===== src/rtl/rom_streamer.sv =====
// Walks a contiguous ROM address range and streams each word over valid/ready, then pulses done.
// Optional burst XOR checksum is built only when ROM_STREAMER_CHECKSUM_EN is defined.
module rom_streamer #(
  parameter int DATA_WIDTH = 8,
  parameter int ADDR_WIDTH = 8
) (
  input  logic                  clk,
  input  logic                  rst,
  input  logic                  start,
  input  logic [ADDR_WIDTH-1:0] start_addr,
  input  logic [ADDR_WIDTH:0]   len,
  output logic [ADDR_WIDTH-1:0] rom_addr,
  input  logic [DATA_WIDTH-1:0] rom_data,
  output logic [DATA_WIDTH-1:0] m_data,
  output logic                  m_valid,
  input  logic                  m_ready,
  output logic                  busy,
  output logic                  done,
  output logic [DATA_WIDTH-1:0] checksum
);

  typedef enum logic [1:0] {IDLE, LOAD, SEND, DONE} state_t;

  state_t                state;
  state_t                state_next;
  logic [ADDR_WIDTH:0]   remaining;
  logic                  handshake;

  always_ff @(posedge clk or posedge rst) begin
    if (rst) state <= IDLE;
    else     state <= state_next;
  end

  always_comb begin
    state_next = state;
    handshake  = 1'b0;
    case (state)
      IDLE: if (start) state_next = (len != '0) ? LOAD : DONE;
      LOAD: state_next = SEND;
      SEND: begin
        handshake = m_valid && m_ready;
        if (handshake) state_next = (remaining != '0) ? LOAD : DONE;
      end
      DONE:    state_next = IDLE;
      default: state_next = IDLE;
    endcase
  end

  // busy/done are derived from the next state so they line up with the registered state
  always_ff @(posedge clk or posedge rst) begin
    if (rst) begin
      rom_addr  <= '0;
      remaining <= '0;
      m_data    <= '0;
      m_valid   <= 1'b0;
      busy      <= 1'b0;
      done      <= 1'b0;
    end else begin
      busy <= (state_next != IDLE);
      done <= (state_next == DONE);
      case (state)
        IDLE: begin
          if (start) begin
            rom_addr  <= start_addr;
            remaining <= len;
          end
        end
        LOAD: begin
          m_data    <= rom_data;
          m_valid   <= 1'b1;
          rom_addr  <= rom_addr + 1'b1;
          remaining <= remaining - 1'b1;
        end
        SEND: begin
          if (handshake) m_valid <= 1'b0;
        end
        default: ;
      endcase
    end
  end

`ifdef ROM_STREAMER_CHECKSUM_EN
  always_ff @(posedge clk or posedge rst) begin
    if (rst)                       checksum <= '0;
    else if (state == IDLE && start) checksum <= '0;
    else if (handshake)            checksum <= checksum ^ m_data;
  end
`else
  assign checksum = '0;
`endif

endmodule


===== config.mk =====
export PLATFORM = sky130hd
export DESIGN_NAME = rom_streamer
export DESIGN_NICKNAME = d
export VERILOG_FILES = /design/src/rtl/rom_streamer.sv
export SDC_FILE = /design/constraint.sdc
export NUM_CORES = 1
export LEC_CHECK = 0
export ABC_AREA = 0
export BUFFER_PORTS_ARGS = -buffer_cell sky130_fd_sc_hd__buf_4
export CELL_PAD_IN_SITES_DETAIL_PLACEMENT = 0
export CELL_PAD_IN_SITES_GLOBAL_PLACEMENT = 2
export CORE_MARGIN = 2
export CORE_UTILIZATION = 31
export DETAILED_ROUTE_END_ITERATION = 8
export GPL_TIMING_DRIVEN = 0
export HOLD_SLACK_MARGIN = 0.02
export PLACE_DENSITY = 0.87
export SETUP_SLACK_MARGIN = 0.3
export SLEW_MARGIN = 10
export SYNTH_ARGS = -nofsm -noshare
export SYNTH_HDL_FRONTEND = slang
export SYNTH_SLANG_ARGS = --single-unit

===== constraint.sdc =====
create_clock -name clk -period 4.8 [get_ports clk]
set_clock_uncertainty 0.1 [all_clocks]
set_input_delay 0.48 -clock clk [delete_from_list [all_inputs] [get_ports clk]]
set_output_delay 0.48 -clock clk [all_outputs]
set_load 0.01 [all_outputs]

* Word level (Yosys, flattened, before mapping) *
Cells that the tools add are included.

word-level totals
  RAM bits = 0
  memories kept = 0
  bits in registers = 30
  output and inout port bits = 27
  word-level logic and storage cells = 36
  ROM bits = 0
  bits in latches = 0

cells by class
  add/sub/neg operators = 2
  shifts and indexed selects = 0
  magnitude comparators = 0
  multipliers = 0
  equal/unequal tests = 6
  bitwise logic cells = 0
  div/mod/pow operators = 0
  mux-type cells = 12
  reduce and logical (&&, ||, !) cells = 9

operators with widths
  operator                                                                number
  9-bit case mux with 2 select lines                                      1
  9-bit nonzero test                                                      2
  8-bit case mux with 2 select lines                                      1
  9-bit two-way mux                                                       1
  9-bit by 1-bit subtractor with 9-bit output (second input constant)     1
  8-bit by 1-bit adder with 8-bit output (second input constant)          1
  2-bit two-way mux                                                       4
  8-bit two-way mux                                                       1
  2-bit case mux with 4 select lines                                      1
  2-bit equality test (second input constant)                             3
  2-bit nonzero test                                                      3
  2-bit != test (second input constant)                                   2
  2-bit AND reduction                                                     2
  2-bit by 1-bit equality test with 1-bit output (second input constant)  1
  2-bit zero test                                                         1
  1-bit two-way mux                                                       2
  1-bit case mux with 2 select lines                                      1
  1-bit logical AND                                                       1

* Longest topological paths before layout *
  depth after elaboration = 5
  gate-level depth with buffers = 6
  gate-level depth less buffers = 6

* Worst setup path before layout *
No wires, ideal clock.

  kind = flip-flop to flip-flop
  start point = reg state[0]
  end point = reg done
  setup time = 0.073 ns
  required time = 4.627 ns
  arrival time = 1.705 ns
  slack = 2.922 ns
  cell stages (with the launch flop) = 7
  cells stage by stage = dfrtp_1 buf_6 or3b_1 buf_6 or4_1 nand3_1 a21boi_2

on the way
  cells in the longest elaborated chain, start to end = 3
  elaborated cells between the ends (all ways) = 8
  classes of those cells = 4 x eq/ne; 3 x mux; 1 x reduce/logical

ends and longest elaborated chain
  element                                            line  source
  start: declaration                                 24    state_t state;
  start signal: assignment                           31    else state <= state_next;
  2-bit equality test, or another cell as far along  37    case (state)
  2-bit case mux with 4 select lines (*)             37
  2-bit equality test (*)                            60    done <= (state_next == DONE);
  end signal: assignment                             60
  end: declaration                                   18    output logic done,

Every way passes the cells marked *; elsewhere a longest branch is shown, timed or not.
A chain may end at the register's enable or synchronous reset.

* Worst setup path after layout *
  start point = reg remaining[0]
  end point = reg remaining[6]

on the way
  cells in the longest elaborated chain, start to end = 2

ends and longest elaborated chain
  element                                      line  source
  start: declaration                           26    logic [ADDR_WIDTH:0] remaining;
  start signal: assignment                     65    remaining <= len;
  start signal: assignment                     72    remaining <= remaining - 1'b1;
  9-bit by 1-bit subtractor with 9-bit output  72
  9-bit case mux with 2 select lines           61    case (state)

Every way passes these cells.

==> flow_summary.json <==
{
  "status": "finished clean",
  "drcViolationCount": 0,
  "ys_seq_area_frac": 0.4545,
  "vdd_drop_max_uv": 298.2,
  "die_w_um": 76.99,
  "core-area_um2": 5140,
  "synth_compound_area_frac": 0.1818,
  "busiest_layer": "met2",
  "slew_violations": 0,
  "use_met3": 0.05176,
  "crit_required_ns": 4.87,
  "nFillCells": 553,
  "hold_class": "in -> async",
  "final_antenna_net_count": 0,
  "cts_tree": "yes",
  "clock_path_buffers": 2,
  "synth_area_um2": 1652,
  "worst_r2r_path_depth": 6,
  "fin_nets": 267,
  "muxShareOfSynthArea": 0.1038,
  "clk_pin_slew_worst_paths_ns": 0.07,
  "gp_congestion": 0.7459,
  "wl_per_cell_um": 13.88,
  "grt_pass1_wl_mm": 7.396,
  "cp-startpoint": "remaining[0]$_DFFE_PP0P_",
  "synthToLayoutAreaGrowth_pct": 34.92,
  "syn_inst": 175,
  "start_kind": "flip-flop",
  "clkLatencyLatePin_ns": 0.28,
  "slew_headroom": 0.4387,
  "maxCapViolations": 0,
  "die-area_um2": 5927,
  "r2r_start": "remaining[0]$_DFFE_PP0P_",
  "cts-resized-gates": 0,
  "cts_buffers": 5,
  "period_share": 0.4428,
  "use_met1": 0.2246,
  "fin_ws_ns": 2.675,
  "fin_tns_setup_ns": 0,
  "path_max_fanout": 5,
  "cts_sinks": 30,
  "ctsHoldBuffers": 0,
  "via_per_inst": 4.827,
  "synth_area_leader_cell": "dfrtp_1",
  "drt_wl_total_mm": 4.262,
  "synth_top_area_frac": 0.4545,
  "worstMarginPinSlew_ns": 0.8389,
  "place_ws_ns": 2.526,
  "ff2ff_setup_slack_ns": 2.67,
  "grtUsageMet2": 0.2325,
  "io_pins": 56,
  "synth_edf_count": 0,
  "dpl.hpwl_mm": 3.002,
  "hold_viol": 0,
  "h-tree-depth": 2,
  "initial_utilization": 0.3213,
  "ys_ff_latch": 30,
  "postLayoutCoreUtil": 0.4335,
  "synth.distinct_cells": 33,
  "synth_top_family_by_area": "compound AO/OA/AOI/OAI gates",
  "syn_area_per_cell_um2": 9.438,
  "setup_viol": 0,
  "num_antenna_cells": 0,
  "leakage_uw": 0.001013,
  "r2r-end": "remaining[6]$_DFFE_PP0P_",
  "grt.overflow.total": 0,
  "rsz0062_at_grt": "false",
  "grt_usage": 0.1579,
  "die_h_um": 76.99,
  "synth_fa_ha_area_frac": 0.01515,
  "async_flop_share": 1.000,
  "grt_pass1_vias": 1478,
  "min_period_ns": 2.125,
  "crit_path_end": "remaining[6]$_DFFE_PP0P_",
  "root_buffer": "clkbuf_8",
  "io_buffers": 47,
  "num_vias": 1482,
  "synthSimpleGateAreaFrac": 0.1583,
  "critical_path_class": "reg -> reg",
  "rows": 26,
  "critPathCaptureType": "flip-flop",
  "cts_setup_buffers": 0,
  "clock.fmax_mhz": 470.5,
  "drtIter0Drc": 65,
  "dr.pass1.iters": 4,
  "yosys-top-cells-area": "dfrtp_1 45%, mux2_2 6.1%, a21oi_1 5.5%",
  "synth_warnings": 0,
  "synthXorXnorAreaFrac": 0,
  "cp.arrival_ns": 2.20,
  "drive_gt1_frac": 0.3249,
  "pwr_density_cell_nw_per_um2": 643.0,
  "grt_max_degree": 31,
  "antenna_found_initial": 0,
  "synth_ff_type": "dfrtp_1"
}
[how the worst min path moves through the flow]
| stage | from | endpoint | slack [ns] | cells past startpoint |
|---|---|---|---|---|
| final | rst | remaining[2]$_DFFE_PP0P_ | 0.20 | 2 |
| after global routing | rst | remaining[3]$_DFFE_PP0P_ | 0.25 | 2 |
| after CTS | m_ready | m_valid$_DFFE_PP0P_ | 0.27 | 2 |
| after detailed placement | m_data[4]$_DFFE_PP0P_ | m_data[4]$_DFFE_PP0P_ | 0.40 | 1 |
| after global placement | m_data[7]$_DFFE_PP0P_ | m_data[7]$_DFFE_PP0P_ | 0.39 | 1 |
| after floorplan | remaining[0]$_DFFE_PP0P_ | remaining[0]$_DFFE_PP0P_ | 0.38 | 1 |
[flip-flops by register name, indices dropped and copies added (netlist names)]
name	cells
rom_addr	8
m_data	8
busy	1
done	1
m_valid	1
state	2
remaining	9
[area by class of cell]
cell class              instances  area, um2  share of cell area
multi-input cells             127      788.3              0.3537
repair buffers                 47      352.8              0.1583
inverters                       8      30.03             0.01348
flip-flops and latches         30      750.7              0.3369
well taps                      70      87.58             0.03930
plain buffers                  17      108.9             0.04885
clock buffers                   8      110.1             0.04941
[synthesized netlist by cell type, types with 2 or more instances]
library cell	instances
nor3_1	3
o22ai_1	13
nand3_1	9
o22a_1	3
or4_1	4
inv_1	8
buf_6	2
nor2_1	11
nor4_1	3
dfrtp_1	30
mux2_2	9
a21oi_1	18
ha_1	2
clkbuf_1	7
buf_4	8
nor2b_1	4
o21ai_0	7
mux2i_1	7
nand2_1	13
[metrics by stage]
stage               power [uW]  cell area, um2  hold slack, ns  cells
floorplan                938.2            1678          0.3828    182
global placement          1191            2118          0.3912    299
detailed placement        1200            2118          0.3968    299
CTS                       1448            2228          0.2742    307
global route              1568            2228          0.2505    307
finish                    1433            2228          0.1975    307
[placed cells by master (no fill, tap or decap), types with 4 or more instances in the layout]
cell | netlist | layout
a21oi_1 | 18 | 18
buf_4 | 8 | 55
clkbuf_1 | 7 | 7
clkbuf_8 | 0 | 8
conb_1 | 1 | 8
dfrtp_1 | 30 | 30
inv_1 | 8 | 7
mux2_2 | 9 | 9
mux2i_1 | 7 | 7
nand2_1 | 13 | 13
nand3_1 | 9 | 9
nor2_1 | 11 | 11
nor2b_1 | 4 | 4
o21ai_0 | 7 | 7
o22ai_1 | 13 | 13
or4_1 | 4 | 4
[where the power goes]
group / internal (uW) / switching, uW
logic: 337 / 348
clock network: 145 / 97.8
registers: 381 / 124
total: 863 / 570
[critical path, stage by stage, from the launching register on]
cell and delay [ns]:
dfrtp_1 0.41, inv_1 0.07, ha_1 0.17, nor3b_1 0.57, nand2_1 0.12, mux2_2 0.30
a221o_1 0.29
[routing by layer]
metal  vias to the layer above  part of all wire
met4                         0             0.010
met3                         6             0.065
met5                         -                 0
met1                       686              0.48
met2                        47              0.44
li1                        743                 -
[cell families (layout without fill, tap and decap cells)]
| family | Yosys count | in the layout |
|---|---|---|
| compound gates | 49 | 49 |
| buf+inv | 25 | 80 |
| fa+ha+maj | 2 | 2 |
| other cells | 1 | 8 |
| mux | 16 | 16 |
| flops | 30 | 30 |
| simple gates | 52 | 52 |
Power figures use the tool's default switching activity.
